==> src/rtl/ifu_fetch_pkg.sv <==
// ----------------------------------------------------------------------------
// ifu_fetch_pkg
// Shared constants for the instruction fetch unit: reset PC, the RV32 opcodes
// the predecoder cares about, the fetch FSM state encoding, and helpers that
// extract the sign-extended J- and B-type immediates (the same field layout
// exu_decode uses).
// ----------------------------------------------------------------------------
package ifu_fetch_pkg;

    localparam logic [31:0] IFU_RESET_PC = 32'h8000_0000;

    localparam logic [6:0] OPC_JAL    = 7'b1101111;
    localparam logic [6:0] OPC_JALR   = 7'b1100111;
    localparam logic [6:0] OPC_BRANCH = 7'b1100011;

    // REQ: request driven, WAIT: one request outstanding, HALT: parked after a fault
    typedef enum logic [1:0] {
        IFU_ST_REQ  = 2'd0,
        IFU_ST_WAIT = 2'd1,
        IFU_ST_HALT = 2'd2
    } ifu_state_e;

    // J-type immediate: {imm[20], imm[10:1], imm[11], imm[19:12]} in instr[31:12]
    function automatic logic [31:0] j_imm(input logic [31:0] instr);
        return {{11{instr[31]}}, instr[31], instr[19:12], instr[20], instr[30:21], 1'b0};
    endfunction

    // B-type immediate: imm[12|10:5] in instr[31:25], imm[4:1|11] in instr[11:7]
    function automatic logic [31:0] b_imm(input logic [31:0] instr);
        return {{19{instr[31]}}, instr[31], instr[7], instr[30:25], instr[11:8], 1'b0};
    endfunction

endpackage

==> src/rtl/ifu_fetch_minidec.sv <==
// ----------------------------------------------------------------------------
// ifu_minidec
// Combinational predecoder. Predicts the successor of a fetched word:
//   jal             -> taken, pc + J-imm
//   backward branch -> taken, pc + B-imm (sign bit of the offset set)
//   anything else   -> not taken, pc + 4
// All arithmetic wraps modulo 2^PC_SIZE.
// Ports:
//   instr      in   fetched instruction word
//   pc         in   address of that word
//   prdt_taken out  predicted taken
//   next_pc    out  predicted next fetch address
// ----------------------------------------------------------------------------
module ifu_minidec
    import ifu_fetch_pkg::*;
#(
    parameter int PC_SIZE = 32
) (
    input  logic [31:0]        instr,
    input  logic [PC_SIZE-1:0] pc,
    output logic               prdt_taken,
    output logic [PC_SIZE-1:0] next_pc
);

    logic [31:0] j_imm_s;
    logic [31:0] b_imm_s;

    assign j_imm_s = j_imm(instr);
    assign b_imm_s = b_imm(instr);

    // Static prediction from the opcode and the branch offset direction
    always_comb begin
        prdt_taken = 1'b0;
        next_pc    = pc + PC_SIZE'(32'd4);
        case (instr[6:0])
            OPC_JAL: begin
                prdt_taken = 1'b1;
                next_pc    = pc + PC_SIZE'(signed'(j_imm_s));
            end
            OPC_BRANCH: begin
                // backward-taken / forward-not-taken
                if (instr[31]) begin
                    prdt_taken = 1'b1;
                    next_pc    = pc + PC_SIZE'(signed'(b_imm_s));
                end else begin
                    prdt_taken = 1'b0;
                    next_pc    = pc + PC_SIZE'(32'd4);
                end
            end
            // target is register-based, resolved by the EXU through a redirect
            OPC_JALR: begin
                prdt_taken = 1'b0;
                next_pc    = pc + PC_SIZE'(32'd4);
            end
            default: begin
                prdt_taken = 1'b0;
                next_pc    = pc + PC_SIZE'(32'd4);
            end
        endcase
    end

endmodule

==> src/rtl/ifu_fetch.sv <==
// ----------------------------------------------------------------------------
// ifu_fetch
// Instruction fetch unit: owns the fetch PC, keeps at most one request
// outstanding to instruction memory, predecodes each response to choose the
// next PC and hands {instr, pc, prdt_taken, err} to decode through a one-entry
// valid/ready buffer. EXU redirects flush the buffer and retarget fetch.
// Ports:
//   clk, rst (async, active-low)
//   ifu_req_valid/ready/addr       fetch request channel
//   ifu_rsp_valid/ready/instr/err  fetch response channel
//   o_ifu_valid/ready, o_instr, o_pc, o_prdt_taken, o_err   decode side
//   redirect_valid, redirect_pc    EXU flush / new fetch target
// ----------------------------------------------------------------------------
module ifu_fetch
    import ifu_fetch_pkg::*;
#(
    parameter int                 PC_SIZE    = 32,
    parameter int                 INSTR_SIZE = 32,
    parameter logic [PC_SIZE-1:0] RESET_PC   = PC_SIZE'(IFU_RESET_PC)
) (
    input  logic                  clk,
    input  logic                  rst,
    output logic                  ifu_req_valid,
    input  logic                  ifu_req_ready,
    output logic [PC_SIZE-1:0]    ifu_req_addr,
    input  logic                  ifu_rsp_valid,
    output logic                  ifu_rsp_ready,
    input  logic [INSTR_SIZE-1:0] ifu_rsp_instr,
    input  logic                  ifu_rsp_err,
    output logic                  o_ifu_valid,
    input  logic                  o_ifu_ready,
    output logic [INSTR_SIZE-1:0] o_instr,
    output logic [PC_SIZE-1:0]    o_pc,
    output logic                  o_prdt_taken,
    output logic                  o_err,
    input  logic                  redirect_valid,
    input  logic [PC_SIZE-1:0]    redirect_pc
);

    localparam logic [PC_SIZE-1:0] WORD_MASK = {{(PC_SIZE-2){1'b1}}, 2'b00};

    ifu_state_e            state_q, state_d;
    logic [PC_SIZE-1:0]    pc_q, pc_d;
    logic                  drop_q, drop_d;
    logic                  o_valid_q, o_valid_d;
    logic [INSTR_SIZE-1:0] o_instr_q, o_instr_d;
    logic [PC_SIZE-1:0]    o_pc_q, o_pc_d;
    logic                  o_prdt_q, o_prdt_d;
    logic                  o_err_q, o_err_d;

    logic                  req_fire_s;
    logic                  rsp_fire_s;
    logic                  dec_taken_s;
    logic [PC_SIZE-1:0]    dec_next_s;
    logic [PC_SIZE-1:0]    redirect_pc_s;

    assign req_fire_s    = ifu_req_valid & ifu_req_ready;
    assign rsp_fire_s    = ifu_rsp_valid & ifu_rsp_ready;
    assign redirect_pc_s = redirect_pc & WORD_MASK;

    ifu_minidec #(.PC_SIZE(PC_SIZE)) u_minidec (
        .instr      (ifu_rsp_instr),
        .pc         (pc_q),
        .prdt_taken (dec_taken_s),
        .next_pc    (dec_next_s)
    );

    // State, PC, drop flag and decode buffer registers
    always_ff @(posedge clk or negedge rst) begin
        if (!rst) begin
            state_q   <= IFU_ST_REQ;
            pc_q      <= RESET_PC;
            drop_q    <= 1'b0;
            o_valid_q <= 1'b0;
            o_instr_q <= {INSTR_SIZE{1'b0}};
            o_pc_q    <= {PC_SIZE{1'b0}};
            o_prdt_q  <= 1'b0;
            o_err_q   <= 1'b0;
        end else begin
            state_q   <= state_d;
            pc_q      <= pc_d;
            drop_q    <= drop_d;
            o_valid_q <= o_valid_d;
            o_instr_q <= o_instr_d;
            o_pc_q    <= o_pc_d;
            o_prdt_q  <= o_prdt_d;
            o_err_q   <= o_err_d;
        end
    end

    // Next state, fetch PC and drop flag; redirect overrides everything
    always_comb begin
        state_d = state_q;
        pc_d    = pc_q;
        drop_d  = drop_q;
        case (state_q)
            IFU_ST_REQ: begin
                if (redirect_valid) begin
                    pc_d = redirect_pc_s;
                    // a request accepted on this edge still fetches the old
                    // target, so its response has to be thrown away
                    if (req_fire_s) begin
                        state_d = IFU_ST_WAIT;
                        drop_d  = 1'b1;
                    end else begin
                        state_d = IFU_ST_REQ;
                    end
                end else if (req_fire_s) begin
                    state_d = IFU_ST_WAIT;
                    drop_d  = 1'b0;
                end else begin
                    state_d = IFU_ST_REQ;
                end
            end
            IFU_ST_WAIT: begin
                if (rsp_fire_s) begin
                    drop_d = 1'b0;
                    if (redirect_valid) begin
                        pc_d    = redirect_pc_s;
                        state_d = IFU_ST_REQ;
                    end else if (drop_q) begin
                        state_d = IFU_ST_REQ;
                    end else if (ifu_rsp_err) begin
                        state_d = IFU_ST_HALT;
                    end else begin
                        pc_d    = dec_next_s & WORD_MASK;
                        state_d = IFU_ST_REQ;
                    end
                end else if (redirect_valid) begin
                    pc_d    = redirect_pc_s;
                    drop_d  = 1'b1;
                    state_d = IFU_ST_WAIT;
                end else begin
                    state_d = IFU_ST_WAIT;
                end
            end
            IFU_ST_HALT: begin
                if (redirect_valid) begin
                    pc_d    = redirect_pc_s;
                    state_d = IFU_ST_REQ;
                end else begin
                    state_d = IFU_ST_HALT;
                end
            end
            default: begin
                state_d = IFU_ST_REQ;
                pc_d    = pc_q;
                drop_d  = 1'b0;
            end
        endcase
    end

    // Handshake outputs decoded from the state
    always_comb begin
        ifu_req_valid = 1'b0;
        ifu_rsp_ready = 1'b0;
        // gating with rst keeps the request low while reset is held
        if (state_q == IFU_ST_REQ) begin
            ifu_req_valid = rst;
        end else begin
            ifu_req_valid = 1'b0;
        end
        // a response being dropped never needs buffer space
        if (state_q == IFU_ST_WAIT) begin
            ifu_rsp_ready = drop_q | ~o_valid_q | o_ifu_ready;
        end else begin
            ifu_rsp_ready = 1'b0;
        end
    end

    // Decode buffer: flush on redirect, load on a kept response, drain on consume
    always_comb begin
        o_valid_d = o_valid_q;
        o_instr_d = o_instr_q;
        o_pc_d    = o_pc_q;
        o_prdt_d  = o_prdt_q;
        o_err_d   = o_err_q;
        if (redirect_valid) begin
            o_valid_d = 1'b0;
        end else if (rsp_fire_s && !drop_q) begin
            o_valid_d = 1'b1;
            o_instr_d = ifu_rsp_instr;
            o_pc_d    = pc_q;
            o_prdt_d  = dec_taken_s & ~ifu_rsp_err;
            o_err_d   = ifu_rsp_err;
        end else if (o_ifu_ready) begin
            o_valid_d = 1'b0;
        end else begin
            o_valid_d = o_valid_q;
        end
    end

    assign ifu_req_addr = pc_q;
    assign o_ifu_valid  = o_valid_q;
    assign o_instr      = o_instr_q;
    assign o_pc         = o_pc_q;
    assign o_prdt_taken = o_prdt_q;
    assign o_err        = o_err_q;

endmodule

==> config.mk <==
export PLATFORM = sky130hd
export DESIGN_NAME = ifu_fetch
export DESIGN_NICKNAME = d
export VERILOG_FILES = /design/src/rtl/ifu_fetch_pkg.sv /design/src/rtl/ifu_fetch_minidec.sv /design/src/rtl/ifu_fetch.sv
export SDC_FILE = /design/constraint.sdc
export NUM_CORES = 1
export LEC_CHECK = 0
export BUFFER_PORTS_ARGS = -buffer_cell sky130_fd_sc_hd__buf_2
export CORE_ASPECT_RATIO = 1.2
export CORE_MARGIN = 10
export CORE_UTILIZATION = 50
export CTS_CLUSTER_DIAMETER = 150
export CTS_CLUSTER_SIZE = 12
export DETAILED_ROUTE_END_ITERATION = 10
export GPL_TIMING_DRIVEN = 0
export PLACE_DENSITY = 0.78
export REMOVE_ABC_BUFFERS = 1
export SLEW_MARGIN = 40
export SYNTH_ARGS = -nofsm -noshare
export SYNTH_HDL_FRONTEND = slang
export SYNTH_SLANG_ARGS = --single-unit
==> constraint.sdc <==
create_clock -name clk -period 3 [get_ports clk]
set_clock_uncertainty 0.15 [all_clocks]
set_input_delay 0.3 -clock clk [delete_from_list [all_inputs] [get_ports clk]]
set_output_delay 0.3 -clock clk [all_outputs]
set_load 0.005 [all_outputs]
Word level (Yosys, flattened, before mapping) --
Index checks and enable logic that the tools add are counted.
Storage, ports and cells: input bits 71, bits in registers 102
Cells by class: multiplexer cells 28, bitwise gates (word level) 9, add/sub/neg operators 3, eq/ne operators 8, reductions and logical operators 9
Operators by type and width (count):
- $mux W32 | 6
- $pmux W32 S2 | 2
- $add A32 B32 Y32 | 2
- $add A32 B3 Y32 const B | 1
- $eq A7 B7 Y1 const B | 2
- $mux W1 | 12
- $mux W2 | 5
- $ne A4 B4 Y1 const B | 2
- $pmux W2 S3 | 1
- $reduce_and A3 Y1 | 2
- $not A1 Y1 | 4
- $and A1 B1 Y1 | 3
- $ne A3 B3 Y1 const B | 1
- $pmux W1 S3 | 1
- $reduce_bool A3 Y1 | 1
- $eq A2 B1 Y1 const B | 1
- $eq A2 B2 Y1 const B | 1
- $logic_not A2 Y1 | 1
- $ne A2 B2 Y1 const B | 1
- $or A1 B1 Y1 | 2
- $pmux W1 S2 | 1
- $reduce_and A2 Y1 | 1
- $reduce_bool A2 Y1 | 1
- $reduce_or A2 Y1 | 1
- 2 further kinds | 2

Logic depth before layout (Yosys ltp) --
Gate-level depths: netlist (run 1).
depth after elaboration 8, depth in mapped cells 11, mapped depth without buffers 11

By module --
Synthesis (run 1) repeated with hierarchy kept, for this count alone.
Unflattened totals: cells, all modules 923, area total of the unflattened synthesis 8489.4 um^2
Modules (own cells, without submodules):
- ifu_fetch | area an instance 4455.5 um^2, cells an instance 349, times used 1
- ifu_minidec | area an instance 4033.9 um^2, cells an instance 574, times used 1

Worst setup path before layout (run 1) --
OpenSTA, ideal clock, no wires.
path type register to register, from register pc_q[8], in the netlist ifu_req_addr[8], to register pc_q[23], in the netlist ifu_req_addr[23], data required time 2.726 ns, setup slack 0.070 ns, arrival time 2.656 ns, stages on the path, launching flop included 12, period minus slack after synthesis 2.930 ns, buffers on the path 1, path through dfrtp_1 > ha_1 > buf_6 > a21oi_2 > o21ai_2 > a311oi_4 > o211ai_2 > a2111oi_4 > nor2_2 > a221o_1 > a221oi_2 > nor2_1
On the way: word-level cells in the longest chain between the ends 8, elaborated cells between the ends (all ways) 10, those cells by class add/sub (3); mux (7)
RTL lines:
- start: declaration | line ifu_fetch.sv:43 | logic [PC_SIZE-1:0] pc_q, pc_d;
- start signal: assignment | line ifu_fetch.sv:81 | pc_q <= pc_d;
- $add A32 B3 Y32 or $add A32 B32 Y32 (tied branches)
- $mux W32 | line ifu_fetch_minidec.sv:42 | if (instr[31]) begin
- $pmux W32 S2 (*) | line ifu_fetch_minidec.sv:35 | case (instr[6:0])
- $mux W32 (*) | line ifu_fetch.sv:123 | end else if (ifu_rsp_err) begin
- $mux W32 (*) | line ifu_fetch.sv:121 | end else if (drop_q) begin
- $mux W32 (*) | line ifu_fetch.sv:118 | if (redirect_valid) begin
- $mux W32 (*) | line ifu_fetch.sv:116 | if (rsp_fire_s) begin
- $pmux W32 S2 (*) | line ifu_fetch.sv:96 | case (state_q)
Every way passes the cells marked *; elsewhere a longest branch is shown, timed or not. The select of a mux whose other input is x is not followed. A chain may end at the register's enable or synchronous reset.

Final worst setup path (run 1) --
from register pc_q[2], in the netlist ifu_req_addr[2], to register pc_q[23], in the netlist ifu_req_addr[23]
Same word-level chain as after synthesis.

==> results of run 1 <==
[cell type report]
cell class | instances | area (um2)
antenna | 3 | 7.507
clock buffer | 10 | 239.0
clock inverter | 6 | 117.6
fill | 1194 | 4974
inverter | 12 | 45.04
multi-input combinational | 797 | 5396
sequential | 102 | 2576
tap | 204 | 255.2
timing repair buffer | 233 | 1410
[sequential cells by signal (all words and copies together) (netlist names)]
| register | cells |
|---|---|
| o_pc | 32 |
| drop_q | 1 |
| o_instr | 32 |
| state_q | 2 |
| o_err | 1 |
| o_ifu_valid | 1 |
| ifu_req_addr | 32 |
| o_prdt_taken | 1 |
[what timing repair did]
| item | in CTS | in global routing |
|---|---|---|
| pin swaps | 17 | 31 |
| endpoints found under the hold margin | 57 | 0 |
| hold buffers | 1 | 0 |
| setup endpoints to repair | 18 | 17 |
| setup buffers | 17 | 33 |
| resized for setup | 69 | 60 |
[how the worst max path moves through the flow]
stage | from | endpoint | slack (ns) | depth (start not counted)
finish | ifu_req_addr[2] | ifu_req_addr[23] | -0.02 | 12
CTS | ifu_req_addr[1] | ifu_req_addr[23] | -0.08 | 11
global placement | state_q[1] | o_pc[21] | -4.26 | 6
floorplan | state_q[1] | o_err | -1.60 | 6
detailed placement | ifu_req_addr[9] | ifu_req_addr[22] | -0.92 | 10
global route | ifu_req_addr[2] | ifu_req_addr[23] | -0.13 | 12
[through the flow]
step,std cells,TNS (ns),setup WS (ns)
after detailed placement,1297,-6.667,-0.9245
final,1367,-0.02408,-0.02337
after CTS,1331,-0.1322,-0.07783
after floorplan,911,-94.18,-1.597
after global routing,1367,-0.4307,-0.1264
after global placement,1284,-261.52,-4.255
[worst max-delay path, stage by stage (launching register included)]
cell and delay [ns]:
dfrtp_2 0.45, buf_4 0.16, fa_2 0.39, nand3_2 0.11
a211oi_2 0.09, a311oi_4 0.22, buf_4 0.18, o211ai_4 0.11
a2111oi_4 0.38, nor2_2 0.08, a221o_1 0.32, a221oi_2 0.21
nor2_1 0.07
[cells by family after synthesis]
family                   Yosys count  share of synthesized area
multiplexers                       5                   0.006545
adder cells (fa/ha/maj)           44                    0.07395
AND/OR/NAND/NOR                  408                     0.2325
XOR/XNOR                          53                    0.06070
AO/OA/AOI/OAI                    287                     0.2588
flip-flops                       102                     0.3339
buffers and inverters             64                    0.03354
[synthesized netlist by cell type (all sizes together), types with 3 or more instances]
| cell | n | share of area |
|---|---|---|
| o31a | 4 | 0.0047 |
| o21ai | 68 | 0.045 |
| xor2 | 22 | 0.025 |
| a22oi | 14 | 0.014 |
| o31ai | 5 | 0.0049 |
| inv | 11 | 0.0054 |
| and3 | 11 | 0.0090 |
| nor2b | 5 | 0.0041 |
| o211ai | 9 | 0.0095 |
| ha | 42 | 0.069 |
| and2 | 16 | 0.013 |
| a31oi | 4 | 0.0033 |
| dfrtp | 101 | 0.33 |
| or3 | 6 | 0.0049 |
| buf | 4 | 0.0041 |
| a221oi | 11 | 0.013 |
| a31o | 3 | 0.0034 |
| nand3 | 26 | 0.017 |
| o221ai | 6 | 0.0069 |
| a2111oi | 3 | 0.0059 |
| nand2b | 6 | 0.0049 |
| clkbuf | 48 | 0.024 |
| nor2 | 54 | 0.027 |
| o2111ai | 4 | 0.0046 |
| a21o | 24 | 0.024 |
| nand2 | 243 | 0.12 |
| o22ai | 25 | 0.022 |
| o21ba | 3 | 0.0039 |
| a221o | 4 | 0.0052 |
| a211oi | 4 | 0.0039 |
| xnor2 | 31 | 0.036 |
| a21oi | 61 | 0.041 |
| nor4 | 3 | 0.0025 |
| o21a | 10 | 0.0098 |
| nand4 | 13 | 0.011 |
| mux2i | 5 | 0.0065 |
| or2 | 4 | 0.0033 |
| o21bai | 4 | 0.0039 |
| nor3 | 14 | 0.0098 |
| a211o | 3 | 0.0034 |
[power by group]
part           switching (mW)  leakage [nW]  internal, mW
Sequential              0.531          1.24          1.92
Combinational            2.55          3.25          2.10
Clock                   0.584         0.171         0.847
[per-layer routing]
metal,up-vias,share of wire,global-route usage
met3,105,0.081,0.05058
met4,0,0.045,0.1175
met1,3893,0.40,0.3078
li1,3855,-,-
met5,-,0,0
met2,438,0.47,0.4016
==> run_results.csv, run 1 <==
group,metric,value,unit
cells_and_area,area.growth.synth_to_final,31.38,%
worst_hold_path,min_delay_path_depth,3,
global_routing,antenna_found_initial,3,
synthesis,ys_warn_count,0,
placed_design,placed_area,8753,um2
synthesis,yosys.cell_types.count,77,
cells_and_area,drive_gt1_frac,0.3190,
route,routedWlPerCell,20.02,um
synthesis,avgSynthCellArea,7.941,um2
outcome,status,"finished, violations left",
synthesis,synth_seq_area_share,0.3339,
worst_hold_path,min_to,"o_instr[12]",
synthesis,synthArstFlopShare,1.000,
worst_setup_path,crit_path_start_kind,"register",
synthesis,synth_ff_type,"dfrtp_1",
sta,grt_setup_unrepaired,"yes",
die,core,15020,um2
die,initial_utilization,0.5091,
sta,slew_viol_final,0,
power_and_ir_drop,powerDensity,850.2,nW/um2
route,wl,27.36,mm
sta,whs,0.003384,ns
worst_setup_path,cp.arrival,3.12,ns
worst_setup_path,ff2ff_setup_slack,-0.02,ns
global_routing,grt-ovfl-total,0,
synthesis,synth-edff-count,0,
die,die_y,155.5,um
placed_design,hpwl,18.57,mm
route,drtPass1Iterations,5,
clocking,insertion_delay,0.36,ns
global_routing,grt_pass1_vias,7993,
die,dieArea,20660,um2
cells_and_area,mostFrequentLayoutCells,"nand2_1 (241), buf_2 (168), dfrtp_1 (83), buf_4 (55), nor2_1 (50)",
cells_and_area,design_area,10050,um2
flow_run,drv_cap,0,
sta,hold_viol_final,0,
worst_setup_path,criticalPathCategory,"reg2reg",
sta,setup_viol,2,
sta,post-route-period-util,1.008,
worst_setup_path,cp.required,3.10,ns
worst_setup_path,r2r_end,"ifu_req_addr[23]",
route,drc,0,
route,vias,8291,
route,ant_nets,0,
worst_hold_path,hp-class,"in2reg",
synthesis,post_synth_inst_count,963,
power_and_ir_drop,power_leakage,4.653,nW
synthesis,ys_seq_elements,102,
synthesis,netlist_area,7647,um2
clocking,h-tree-depth,3,
clocking,numClockSinks,102,
clocking,cts_tree,"yes",
sta,layout_setup_ws,-0.02337,ns
cells_and_area,fin_nets,1270,
sta,fmax,330.8,MHz
worst_setup_path,reg2reg_from,"ifu_req_addr[2]",
sta,tightest_slew,0.8769,ns
route,vias_per_cell,6.065,
worst_setup_path,worstRegToRegCells,12,
clocking,cts_buffers,9,
clocking,root_buffer,"clkbuf_16",
placed_design,portBuffers,169,
global_routing,grt_usage,0.2473,
worst_setup_path,path_max_fanout,6,
worst_setup_path,worstSetupEndpointType,"register",
worst_hold_path,worstHoldStart,"ifu_rsp_instr[12]",
cells_and_area,fin_util,0.6689,
global_routing,grt_pass1_wl,42.09,mm
power_and_ir_drop,ir_drop,0.3822,mV
placed_design,gp_congestion,0.9676,
clocking,path_clk_slew,0.08,ns
die,pin_count,172,
die,num_rows,49,
sta,min_period,3.023,ns
sta,slew_headroom,0.4154,
cells_and_area,final_common_cell,"nand2_1",
clocking,cts_max_path_buffers,2,
outcome,violations,"negative setup slack",
global_routing,grt_max_degree,61,
die,fp.dieW,132.9,um
power_and_ir_drop,power,8.542,mW
route,drt-initial-drc-count,1004,
Note: power is estimated with default switching activity, not from simulation.
==> run 2: changes to the inputs <==
==> constraint.sdc (replaced) <==
create_clock -name clk -period 3 [get_ports clk]
set_clock_uncertainty 0.15 [all_clocks]
set_input_delay 0.45 -clock clk [delete_from_list [all_inputs] [get_ports clk]]
set_output_delay 0.45 -clock clk [all_outputs]
set_load 0.005 [all_outputs]
==> run_results.csv, run 2 (synthesized netlist as in run 1, its figures left out) <==
group,metric,value,unit
route,routedWlPerCell,20.01,um
route,wl,27.35,mm
clocking,cts_max_path_buffers,2,
outcome,status,"finished, violations left",
worst_setup_path,criticalPathCategory,"reg2reg",
global_routing,grt_max_degree,61,
cells_and_area,area.growth.synth_to_final,31.38,%
clocking,cts_tree,"yes",
die,die_y,155.5,um
cells_and_area,fin_nets,1270,
clocking,insertion_delay,0.36,ns
sta,fmax,331.6,MHz
die,num_rows,49,
power_and_ir_drop,p_int,4.872,mW
route,met3_length,2.205,mm
worst_setup_path,crit_path_start_kind,"register",
placed_design,gp_congestion,0.9676,
power_and_ir_drop,switching_power,3.668,mW
cells_and_area,stdcell_count,1367,
sta,whs,0.1541,ns
worst_setup_path,worstSetupEndpointType,"register",
placed_design,hpwl,18.57,mm
route,drc,0,
clocking,root_buffer,"clkbuf_16",
worst_hold_path,min_to,"o_instr[12]",
global_routing,grt_pass1_wl,42.09,mm
power_and_ir_drop,power_frac_seq,0.287,
worst_setup_path,ff2ff_setup_slack,-0.02,ns
die,pin_count,172,
route,drtPass1Iterations,5,
global_routing,grt_usage,0.2473,
sta,slew_viol_final,0,
power_and_ir_drop,p_sw_frac,0.4295,
power_and_ir_drop,powerDensity,850.0,nW/um2
flow_run,drv_cap,0,
sta,slew_headroom,0.4086,
cells_and_area,drive_gt1_frac,0.3190,
worst_hold_path,min_delay_path_depth,3,
sta,setup_viol,2,
route,wl_met2,12.94,mm
route,met1Wirelength,10.95,mm
route,vias_per_cell,6.064,
cells_and_area,mostFrequentLayoutCells,"nand2_1 (241), buf_2 (168), dfrtp_1 (83), buf_4 (56), nor2_1 (50)",
worst_setup_path,reg2reg_from,"ifu_req_addr[2]",
worst_setup_path,r2r_end,"ifu_req_addr[23]",
sta,tightest_slew,0.8871,ns
placed_design,place_inst,1297,
power_and_ir_drop,comb_power_share,0.545,
global_routing,antenna_found_initial,3,
route,vias,8290,
die,dieArea,20660,um2
sta,min_period,3.016,ns
clocking,numClockSinks,102,
sta,post-route-period-util,1.005,
sta,grt_setup_unrepaired,"yes",
clocking,cts_buffers,9,
sta,layout_setup_ws,-0.01575,ns
power_and_ir_drop,power_leakage,4.653,nW
route,top_layer,"met4",
worst_setup_path,cp.required,3.10,ns
sta,hold_viol_final,0,
route,drt-initial-drc-count,1007,
cells_and_area,final_common_cell,"nand2_1",
sta,tns,-0.01602,ns
worst_setup_path,worstRegToRegCells,12,
clocking,h-tree-depth,3,
die,initial_utilization,0.5091,
global_routing,grt-ovfl-total,0,
outcome,violations,"negative setup slack",
worst_hold_path,worstHoldStart,"ifu_rsp_instr[12]",
cells_and_area,num-fill-cells,1194,
die,fp.dieW,132.9,um
route,ant_nets,0,
placed_design,portBuffers,169,
global_routing,grt_pass1_vias,7993,
worst_hold_path,hp-class,"in2reg",
worst_setup_path,cp.arrival,3.11,ns
worst_setup_path,path_max_fanout,6,
power_and_ir_drop,clockPowerShare,0.167,
power_and_ir_drop,ir_drop,0.3822,mV
die,core,15020,um2
clocking,path_clk_slew,0.08,ns
-- run 2: critical path: stages (launching register included) --
cell and delay [ns]:
dfrtp_2 0.45, buf_4 0.16, fa_2 0.39, nand3_2 0.11, a211oi_2 0.09, a311oi_4 0.22, buf_4 0.18, o211ai_4 0.11
a2111oi_4 0.37, nor2_2 0.08, a221o_1 0.32, a221oi_2 0.21, nor2_1 0.07
-- run 2: how the worst max path moves through the flow --
stage                    start                to  slack [ns]  cells after the start
2_1_floorplan       state_q[1]             o_err       -1.60                      6
3_5_place_dp   ifu_req_addr[9]  ifu_req_addr[22]       -0.92                     10
6_report       ifu_req_addr[2]  ifu_req_addr[23]       -0.02                     12
3_3_place_gp        state_q[1]          o_pc[21]       -4.26                      6
5_1_grt        ifu_req_addr[2]  ifu_req_addr[23]       -0.13                     12
4_1_cts        ifu_req_addr[1]  ifu_req_addr[23]       -0.08                     11
-- run 2: what timing repair did --
item / in CTS / in global routing
hold buffers: 1 / 0
pin swaps: 17 / 31
endpoints found under the hold margin: 57 / 0
buffers inserted: 17 / 33
gates resized for setup: 70 / 59
setup endpoints to repair: 18 / 17
-- run 2: stage by stage --
step	area, um2	power (mW)	setup WS, ns	utilization
detailed placement	8753	6.241	-0.9245	0.5828
CTS	9524	8.011	-0.07783	0.6341
global route	10050	9.106	-0.1264	0.6689
floorplan	7436	4.833	-1.597	-
global placement	8537	6.097	-4.255	0.5683
finish	10050	8.540	-0.01575	0.6689
-- run 2: routing by layer --
| metal | global-route usage | vias up |
|---|---|---|
| met5 | 0 | - |
| li1 | - | 3859 |
| met1 | 0.3078 | 3895 |
| met2 | 0.4016 | 432 |
| met3 | 0.05058 | 104 |
| met4 | 0.1175 | 0 |
-- run 2: layout make-up --
class	instances	area, um2	share of cell area
Timing Repair Buffer	233	1410	0.1403
Antenna cell	3	7.507	0.0007472
Inverter	12	45.04	0.004483
Tap cell	204	255.2	0.02540
Sequential cell	102	2576	0.2564
Multi-Input combinational cell	797	5396	0.5371
Clock inverter	6	117.6	0.01171
Clock buffer	10	239.0	0.02379
-- run 2: power by group through the flow --
stage	Combinational, mW	Clock (mW)	Sequential (mW)
floorplan	2.42	0	2.42
global route	5.08	1.49	2.53
CTS	4.12	1.44	2.45
detailed placement	3.78	0	2.46
finish	4.66	1.43	2.45
global placement	3.66	0	2.43
